$ cat src/rtl/decode_queue_pkg.sv
// Shared decoded-instruction record layout between decoder, queue and scoreboard.
// Latency: n/a (types and constants only).
// Backpressure: n/a.
package decode_queue_pkg;

    localparam int ID_TO_SB_WD = 137;

    // Field offsets of the decoded record, MSB down to LSB.
    localparam int EXCEPT_SW_BIT  = 136;
    localparam int EXCEPTTYPE_LSB = 104;
    localparam int OP_LSB         = 92;
    localparam int FU_LSB         = 89;
    localparam int REG1_LSB       = 81;
    localparam int REG2_LSB       = 73;
    localparam int REG3_LSB       = 66;
    localparam int IMM_LSB        = 34;
    localparam int SEL_SRC_LSB    = 32;
    localparam int PC_LSB         = 0;

    typedef struct packed {
        logic        except_sw;
        logic [31:0] excepttype;
        logic [11:0] op;
        logic [2:0]  fu;
        logic [7:0]  reg1;
        logic [7:0]  reg2;
        logic [6:0]  reg3;
        logic [31:0] imm;
        logic [1:0]  sel_src;
        logic [31:0] pc;
    } decode_rec_t;

endpackage

$ cat src/rtl/decode_queue.sv
// In-order queue of decoded instructions between decoder and scoreboard.
// Latency: one cycle from push to head; no same-cycle bypass when empty.
// Backpressure: stall = full from registered count; flush empties in one cycle.
module decode_queue
    import decode_queue_pkg::*;
#(
    parameter int DEPTH = 8,
    parameter int WIDTH = ID_TO_SB_WD
) (
    input  logic                       clk,
    input  logic                       resetn,
    input  logic                       flush,
    input  logic                       in_valid,
    input  logic [WIDTH-1:0]           in_info,
    output logic                       stall,
    output logic                       out_valid,
    output logic [WIDTH-1:0]           out_info,
    input  logic                       out_ready,
    output logic [$clog2(DEPTH):0]     count
);

    localparam int AW = $clog2(DEPTH);
    localparam int CW = AW + 1;

    logic [WIDTH-1:0] mem [DEPTH];
    logic [AW-1:0]    wr_ptr;
    logic [AW-1:0]    rd_ptr;
    logic [CW-1:0]    count_q;
    logic             full;
    logic             empty;
    logic             push;
    logic             pop;

    assign full  = (count_q == CW'(DEPTH));
    assign empty = (count_q == '0);
    assign push  = in_valid & ~full & ~flush;
    assign pop   = ~empty & out_ready & ~flush;

    // Pointers wrap naturally because DEPTH is a power of two.
    always_ff @(posedge clk) begin
        if (!resetn) begin
            wr_ptr  <= '0;
            rd_ptr  <= '0;
            count_q <= '0;
        end else if (flush) begin
            wr_ptr  <= '0;
            rd_ptr  <= '0;
            count_q <= '0;
        end else begin
            if (push) begin
                wr_ptr <= wr_ptr + AW'(1);
            end
            if (pop) begin
                rd_ptr <= rd_ptr + AW'(1);
            end
            if (push && !pop) begin
                count_q <= count_q + CW'(1);
            end else if (pop && !push) begin
                count_q <= count_q - CW'(1);
            end
        end
    end

    // Storage has no reset; it is only visible through out_info while occupied.
    always_ff @(posedge clk) begin
        if (resetn && push) begin
            mem[wr_ptr] <= in_info;
        end
    end

    assign stall     = full;
    assign out_valid = ~empty;
    assign out_info  = empty ? '0 : mem[rd_ptr];
    assign count     = count_q;

endmodule
$ cat config.mk
export PLATFORM = sky130hd
export DESIGN_NAME = decode_queue
export DESIGN_NICKNAME = d
export VERILOG_FILES = /design/src/rtl/decode_queue_pkg.sv /design/src/rtl/decode_queue.sv
export SDC_FILE = /design/constraint.sdc
export NUM_CORES = 1
export LEC_CHECK = 0
export BUFFER_PORTS_ARGS = -buffer_cell sky130_fd_sc_hd__buf_2
export CAP_MARGIN = 20
export CELL_PAD_IN_SITES_DETAIL_PLACEMENT = 1
export CELL_PAD_IN_SITES_GLOBAL_PLACEMENT = 1
export CORE_ASPECT_RATIO = 2
export CORE_MARGIN = 3
export CORE_UTILIZATION = 35
export CTS_BUF_LIST = sky130_fd_sc_hd__clkbuf_4 sky130_fd_sc_hd__clkbuf_8 sky130_fd_sc_hd__clkbuf_16
export DETAILED_ROUTE_END_ITERATION = 7
export PLACE_DENSITY = 0.58
export SYNTH_ARGS = -nofsm -noshare
export SYNTH_HDL_FRONTEND = slang
export SYNTH_SLANG_ARGS = --single-unit
$ cat constraint.sdc
create_clock -name clk -period 19.4 [get_ports clk]
set_clock_uncertainty 0.1 [all_clocks]
set_input_delay 3.88 -clock clk [delete_from_list [all_inputs] [get_ports clk]]
set_output_delay 3.88 -clock clk [all_outputs]
set_load 0.005 [all_outputs]
# [Word level (Yosys, flattened, before mapping)]
# Memories as Yosys holds them, arrays and structs flattened. A register that Yosys moved wholly into a read port is not among the register bits.
# Index checks and enable logic that the tools add are counted.
[classes] add_sub_neg=4 n_mul=0 div=0 order_cmp=0 n_eq_ne=1 shift=0 muxes=7 bitwise=8 reduce_logical=8
[op_table] cell="137-bit two-way mux" count=1
[op_table] cell="4-bit two-way mux" count=2
[op_table] cell="3-bit by 1-bit adder with 3-bit output, second input constant" count=2
[op_table] cell="3-bit two-way mux" count=2
[op_table] cell="4-bit by 1-bit adder with 4-bit output, second input constant" count=1
[op_table] cell="1-bit bitwise AND" count=4
[op_table] cell="4-bit equality test, second input constant" count=1
[op_table] cell="4-bit logical NOT" count=1
[op_table] cell="1-bit inverter" count=4
[op_table] cell="4-bit by 1-bit subtractor with 4-bit output, second input constant" count=1
[op_table] cell="1-bit logical AND" count=3
[op_table] cell="1-bit logical NOT" count=2
[op_table] cell="1-bit two-way mux" count=2
[op_table] cell="2-bit nonzero test" count=1
[op_table] cell="2-bit OR reduction" count=1
[totals] ff_bits=10 latchBits=0 ram_bits=1096 mem_bits_ro=0 in_bits=142 output_inout_bits=143 wordCells=32 mem_count=1
[mem_list] name="mem" words=8 width=137 rd=1 rd_clocked_by_memory_dff=1 write_ports=1 line="decode_queue.sv:25" text="logic [WIDTH-1:0] mem [DEPTH];"

# [Longest topological paths before layout]
# Gate-level depths: netlist of the first run.
[depth] ltp_word=8 depth_mapped=10

# [Least setup slack after synthesis of the first run]
# No wires, ideal clock.
[synth_timing] kind="input to register" start="input port flush" end="memory mem[1][0] (netlist bit), enable pin" arrival_ps=17098 t_required_ps=18331 slack_ps=1233 stages=2 path_cell_list="nand3b_2 -> nor4_1"
[synth_via] elab_chain_len=5
[synth_rtl] element="start: declaration" line="decode_queue.sv:12" text="input logic flush,"
[synth_rtl] element="1-bit inverter" line="decode_queue.sv:36" text="assign push = in_valid & ~full & ~flush;"
[synth_rtl] element="1-bit bitwise AND" line="decode_queue.sv:36"
[synth_rtl] element="1-bit logical AND" line="decode_queue.sv:66" text="if (resetn && push) begin"
[synth_rtl] element="1-bit two-way mux" line="decode_queue.sv:66"
[synth_rtl] element="1-bit two-way mux (implied by the code)" line="decode_queue.sv:67" text="mem[wr_ptr] <= in_info;"
[synth_rtl] element="end: declaration" line="decode_queue.sv:25"
# No other way between the ends.

==> results.md, run 1 <==
- Count of unresolved DRC violations after routing: 0
- Min-Delay Path Class: reg -> reg
- Antenna-violating nets left: 0
- Setup fix buffers added after clock tree synthesis: 0
- FP Rows: 179
- Critical path startpoint category: flop
- Cells on worst reg2reg path: 7
- Post-detailed-placement cell area: between 0.04 and 0.05 mm2
- Synthesis-stage register bit count: roughly 1.1k
- WS Path Type: reg -> out
- Final HPWL DP: 53,000 um
- Switching power total: 0.000999 W
- CTS Sinks: 1,109
- Max-cap check violation count: 0
- Total iterations of the first detailed-routing run: 5
- Height of the die: approximately 500 um
- Seq/Total Area, Yosys: 78.4%
- Final number of max-transition violations: 0
- Number of different library cells in the post-synthesis netlist: 32
- Post-synth design cell area: between 0.04 and 0.05 mm2
- Top area cells in the synthesized netlist: edfxtp_1 78%, mux4_2 15%, mux2i_1 3.3%
- Fraction of the cycle the final worst path needs: 43.6%
- Iter 0 DRT Violations: 1,111
- Clock transition at the registers of the reported paths: 0.07 ns
- Pin count of the biggest net entering global routing: 142
- Yosys warns: 0
- GRT Residual Overflow: 0
- Fill cell instance count of the final layout: roughly 11k
- Syn_nets: 1,960
- Layout overhead on the synthesized area: 15.0%
- Clock network fraction of total power: 40.9%
- Vias post-DR: between 15k and 20k
- Instance count of the mapped netlist: 1,812
- First-pass GRT wire length: 148,000 um
- Worst max-slew margin expressed relative to the limit: 25.4%
- Count of flip-flops with a built-in enable after synthesis: 1,096
- Total negative slack: 0 ns
- Static leakage: 15.1 nW
- Top-Level Pins: 285
- Worst Path Max Fanout: 96
- Leading cell type in the layout, fill and taps excluded: edfxtp_1
- Largest area contributor in the synthesized netlist: edfxtp_1
- Clock Root Buffer: clkbuf_16
- Hold violation count in the final report: 0
- Commonest cells after routing, fill and taps aside: 1,096 x edfxtp_1, 284 x buf_2, 274 x mux4_2
- Total CTS buffers: 99
- Fraction of final layout cells with drive strength greater than 1: about 34%
- Die outline area: 0.125 mm2
- Sequential share of power: between 50% and 60%
- RePlAce Congestion: 0.675
- Final design area excluding fillers: 0.0487 mm2
- Number of buffers inserted by hold repair at cts: 0
- Tightest Pin Transition: between 1 and 1.5 ns
- FF-to-FF Start: count[1]
- Level count of the clock H-tree: 3
- Power density over cell area: just under 100 mW/mm2
- Via count of the first global-routing pass: ~22k
- Result of the run: finished, final reports clean
- Area share of the largest cell type after synthesis: between 70% and 80%
- Reg-to-reg setup timing slack: 15.58 ns
- Endpoint kind of the worst setup timing path: output pin
- Die Span X: 252 um
- Final setup violation count: 0
- Internal power component: 0.00380 W
- TritonCTS clock tree: yes
- Count of input and output buffers: 284
- Number of instances on the worst hold path: 2
- Mean Syn Cell Area: ~23 um2
- DR vias/cell: 5.10
- Maximum VDD drop: between 0.1 and 0.15 mV
- Final critical delay including setup and external delays: 8.45 ns
- Quantity of gates resized following cts: 0
- Starting utilization of the core area: 35.4%
- GRT Overall Usage: 16.1%
- Clock network latency to the later pin of the worst-skew pair: 0.68 ns
- Prevailing post-synth register cell: edfxtp_1
- Share of async-settable or async-resettable flops after synthesis: 0%
- Setup repair after global routing missed its margin: no
- Buffer depth of the longest clock path: 3
- Number of antenna violations at the first check in global routing: 27
- Hold Startpoint: rd_ptr[1]
- WP data arrival: 4.47 ns
- Area of the placeable core: 0.120 mm2
- Routed WL per cell: 26.5 um
- Switching part of the total: between 20% and 30%
- Combinational share of power: under 10%
- Required arrival time at the worst endpoint: 15.42 ns
- Total Wirelength: 100,000 um
- Final-stage net count: ~2.3k
- Upper clock frequency limit: roughly 120 MHz
- R2R Path End: mem[7][74]
[synthesized netlist by cell type, drive strengths merged (2+ instances only)]
| library cell | count |
|---|---|
| nor4 | 3 |
| buf | 78 |
| xor2 | 2 |
| ha | 5 |
| nor3 | 4 |
| nand2 | 5 |
| edfxtp | 1096 |
| nor2 | 152 |
| inv | 6 |
| a21oi | 3 |
| dfxtp | 13 |
| mux2i | 139 |
| clkbuf | 15 |
| xnor2 | 4 |
| mux4 | 274 |
| nand3 | 2 |
[through the flow]
step	cells	util, %	setup WS [ns]	power (W)	hold WS, ns
floorplan	1812	-	1.23	0.00279	0.390
global placement	3575	37.9	11.41	0.00289	0.406
detailed placement	3576	38.0	11.32	0.00289	0.420
CTS	3758	40.7	10.52	0.00488	0.445
global route	3762	40.7	10.38	0.00497	0.468
finish	3771	40.7	10.95	0.00480	0.435
[logic make-up (layout without fill, tap and decap cells)]
| logic type | count (synthesis) | count (layout) | share of synthesized area [%] |
|---|---|---|---|
| DFF | 1109 | 1109 | 78.4 |
| muxes | 414 | 414 | 17.9 |
| and+or+nand+nor | 173 | 173 | 1.68 |
| buffers and inverters | 99 | 508 | 1.66 |
| adders and majority gates | 6 | 6 | 0.195 |
| xor gates and xnor gates | 6 | 6 | 0.124 |
| AOI/OAI and AO/OA | 5 | 5 | 0.0680 |
| other | 0 | 12 | 0 |
[critical path, cell delays in order (launching register included)]
cell,delay (ns)
dfxtp_4,0.92
buf_4,0.85
buf_12,0.68
mux4_2,0.60
mux2i_1,0.28
nor2_1,0.08
buf_2,0.17
[registers in the layout, summed over array words and instances (netlist names), named ones only]
register  count
count         4
mem        1096
rd_ptr        3
wr_ptr        3
[area by class of cell]
class	instances	area (um2)	area share (%)
sequential	1109	33200	68.2
multi-input combinational	604	8510	17.5
clock buffer	113	2580	5.30
tap	1538	1920	3.95
timing repair buffer	320	1780	3.66
clock inverter	69	659	1.35
antenna	12	30.0	0.0617
inverter	6	22.5	0.0463
[power groups by stage]
stage	Clock, W	Sequential (W)	Combinational, W
6_report	0.00196	0.00265	0.000187
5_1_grt	0.00212	0.00265	0.000209
4_1_cts	0.00203	0.00265	0.000196
3_5_place_dp	0	0.00270	0.000194
3_3_place_gp	0	0.00270	0.000188
2_1_floorplan	0	0.00270	0.0000854
[routing by layer]
metal	track usage (%)	part of all wire, %
met5	0	0.16
met4	4.30	1.9
met3	3.82	5.5
met2	29.6	54
met1	18.8	39
[how the worst max path moves through the flow]
stage                     to  slack (ns)  cells after the start  start
3_5_place_dp    out_info[78]       11.32                      6   flop
2_1_floorplan      mem[1][0]        1.23                      2  flush
5_1_grt        out_info[102]       10.38                      6   flop
4_1_cts         out_info[78]       10.52                      6   flop
3_3_place_gp    out_info[78]       11.41                      6   flop
6_report       out_info[102]       10.95                      6   flop
(Power assumes the default switching activity.)
==> inputs of run 2 (changes only) <==
- ABC_AREA: not set -> 1
- PLACE_DENSITY: 0.58 -> 0.62
- clock period: 19.4 -> 8.5 ns (I/O delays scaled with it)
==> run 2 against run 1 <==
  * Area after synthesis up 7.4%
  * Non-clock buffer count up 9
  * Sequential share of layout area down 3.8 points
  * Die area up 7.3%
  * Largest cell class unchanged
  * Power up 130%
  * Setup slack worse by 8.0 ns
  * Largest power group unchanged
==> results.md, run 2 <==
- Instance count of the mapped netlist: a little over 4k
- Non-filler instance count after layout: 6,015
- Endpoint kind of the worst setup timing path: output pin
- Worst Path Buf+Inv: 3
- Share of async-settable or async-resettable flops after synthesis: 0%
- Final WS setup: 2.99 ns
- Routed WL per cell: 20.7 um
- Number of flip-flops in the largest register: 1,096
- Tightest Pin Transition: 1.09 ns
- Total negative slack: 0 ns
- Largest area contributor in the synthesized netlist: edfxtp_1
- Longest individual stage delay on the worst path: just over 0.9 ns
- Worst Path Max Fanout: 97
- Final critical delay including setup and external delays: 5.51 ns
- Setup slack at placement: around 3.6 ns
- Total iterations of the first detailed-routing run: 6
- Layout overhead on the synthesized area: 13.4%
- Sequential share of power: 55.2%
- Mean Syn Cell Area: 11.3 um2
- Area of the placeable core: 0.129 mm2
- Switching power total: 0.00235 W
- Internal power component: 0.00860 W
- Starting utilization of the core area: a little over a third
- Final-stage net count: 4,382
- Die outline area: 0.135 mm2
- Count of flip-flops with a built-in enable after synthesis: between 1k and 1.5k
- Clock Root Buffer: clkbuf_16
- Fill cell instance count of the final layout: 13.9k
- Final setup violation count: 0
- Syn_nets: 4,177
- Switching part of the total: 21.5%
- Die Span X: 261 um
- TritonCTS clock tree: yes
- Pin count of the biggest net entering global routing: 205
- Power density over cell area: 212 mW/mm2
- Via count of the first global-routing pass: between 30k and 40k
- FP Rows: ~190
- RePlAce Congestion: 0.696
- GRT Overall Usage: 18.5%
- Count of unresolved DRC violations after routing: 0
- Hold violation count in the final report: 0
- Final HPWL DP: 66,100 um
- Final number of max-transition violations: 0
- Number of different library cells in the post-synthesis netlist: 23
- Synthesis-stage register bit count: 1,109
- Result of the run: finished, final reports clean
- First-pass GRT wire length: 190,000 um
- Fraction of the cycle the final worst path needs: approximately two thirds
- WS Path Type: reg -> out
- Iter 0 DRT Violations: roughly 1.7k
- Yosys warns: 0
- Seq/Total Area, Yosys: 72.9%
- Slowest cell on the critical path: buf_4
- Buffer depth of the longest clock path: 3
- Quantity of gates resized following cts: 0
- Leading cell type in the layout, fill and taps excluded: edfxtp_1
- Count of input and output buffers: about 280
- Hold WS: 0.391 ns
- Register bank with the most flops: mem
- Vias post-DR: 29.8k
- Upper clock frequency limit: 182 MHz
- Commonest cells after routing, fill and taps aside: 1,096 x edfxtp_1, 976 x nand2_1, 694 x nor2_1
- Area share of the largest cell type after synthesis: just over 70%
- Top area cells in the synthesized netlist: edfxtp_1 72%, nand2_1 8.1%, nor2_1 5.8%
- Antenna-violating nets left: 0
- Placed insts: 5,823
- Fraction of final layout cells with drive strength greater than 1: 11.7%
- Setup fix buffers added after clock tree synthesis: 0
- Clock network latency to the later pin of the worst-skew pair: 0.68 ns
- CTS Sinks: 1,109
- Cell family with most CP delay: buffers and inverters
- Top-Level Pins: 285
- Total CTS buffers: 101
- Total area of sequential cells: ~0.033 mm2
- Post-synth design cell area: about 0.045 mm2
- GRT Residual Overflow: 0
- Combinational share of power: 4.8%
- Total Wirelength: roughly 120,000 um
- Height of the die: 516 um
- Prevailing post-synth register cell: edfxtp_1
- Min-Delay Path Class: reg -> reg
- Most frequent cells after synthesis: 1,096 x edfxtp_1, 976 x nand2_1, 697 x nor2_1
- Clock network fraction of total power: 40.0%
- Critical path startpoint category: flop
- WP data arrival: ~3.7 ns
- Total area of multi-input combinational cells: between 0.01 and 0.015 mm2
- Maximum VDD drop: about 0.18 mV
- Ordered cell list for the critical path: buf_4 -> buf_4 -> o21ai_0 -> o21ai_1 -> nor2_1 -> nor2_1 -> buf_2
- Worst max-slew margin expressed relative to the limit: a little over a quarter
- Max-cap check violation count: 0
- DR vias/cell: between 4 and 5
- Level count of the clock H-tree: 3
- Setup repair after global routing missed its margin: no
- Number of antenna violations at the first check in global routing: 31
- Clock transition at the registers of the reported paths: 0.07 ns
- Required arrival time at the worst endpoint: 6.70 ns
- Number of buffers inserted by hold repair at cts: 0
- Static leakage: 19.5 nW
- Most repeated cell in the gate-level netlist after synthesis: edfxtp_1
==> run 2: kinds of logic (layout without fill, tap and decap cells) <==
group,count (synthesis),in the layout,share of synthesized area [%]
flip-flops,1109,1109,72.9
other,0,11,0
AND/OR/NAND/NOR,1966,1966,17.0
buffers and inverters,521,804,5.09
AO/OA/AOI/OAI,422,422,4.64
XOR/XNOR,5,5,0.0963
adder cells (fa/ha/maj),6,6,0.182
==> run 2: final timing paths <==
path	slack [ns]	cells after the start	startpoint	endpoint
setup / recovery	2.99	7	flop	out_info[93]
hold / removal	0.39	2	rd_ptr[2]	flop
setup reg to reg	5.01	6	count[0]	mem[0][31]
hold reg to reg	0.39	2	rd_ptr[2]	flop
==> run 2: worst register-to-register path: stages (launching register included) <==
cell,delay (ns)
dfxtp_1,0.48
nor2_1,0.14
nand3_1,0.18
nand3_1,0.36
nor2_4,0.79
buf_4,0.48
buf_4,0.55
==> run 2: through the flow <==
stage | total power, W | util (%) | instance area [um2]
finish | 0.0110 | 40.1 | 51600
global route | 0.0113 | 40.0 | 51500
CTS | 0.0111 | 40.0 | 51500
detailed placement | 0.00670 | 37.6 | 48400
global placement | 0.00669 | 37.6 | 48400
floorplan | 0.00641 | - | 45500
==> run 2: power groups by stage <==
stage	logic, W	clock network, W	registers [W]
finish	0.000523	0.00438	0.00604
global route	0.000591	0.00471	0.00604
CTS	0.000542	0.00453	0.00604
detailed placement	0.000540	0	0.00616
global placement	0.000530	0	0.00616
floorplan	0.000239	0	0.00617
==> run 2: cell type report <==
class                   instances  area share [%]
diodes                         11          0.0534
clock buffers                 130            5.43
clock inverters                51           0.672
inverters                     294            2.19
multi-input cells            2399            19.5
flip-flops and latches       1109            64.4
well taps                    1692            4.11
repair buffers                329            3.66
==> run 2: layer usage <==
layer / vias to the layer above / GRT usage (%) / part of all wire, %
li1: 13936 / - / -
met1: 15166 / 21.8 / 41
met2: 511 / 34.1 / 52
met3: 192 / 3.36 / 4.7
met4: 26 / 5.13 / 2.2
met5: - / 0 / 0.12
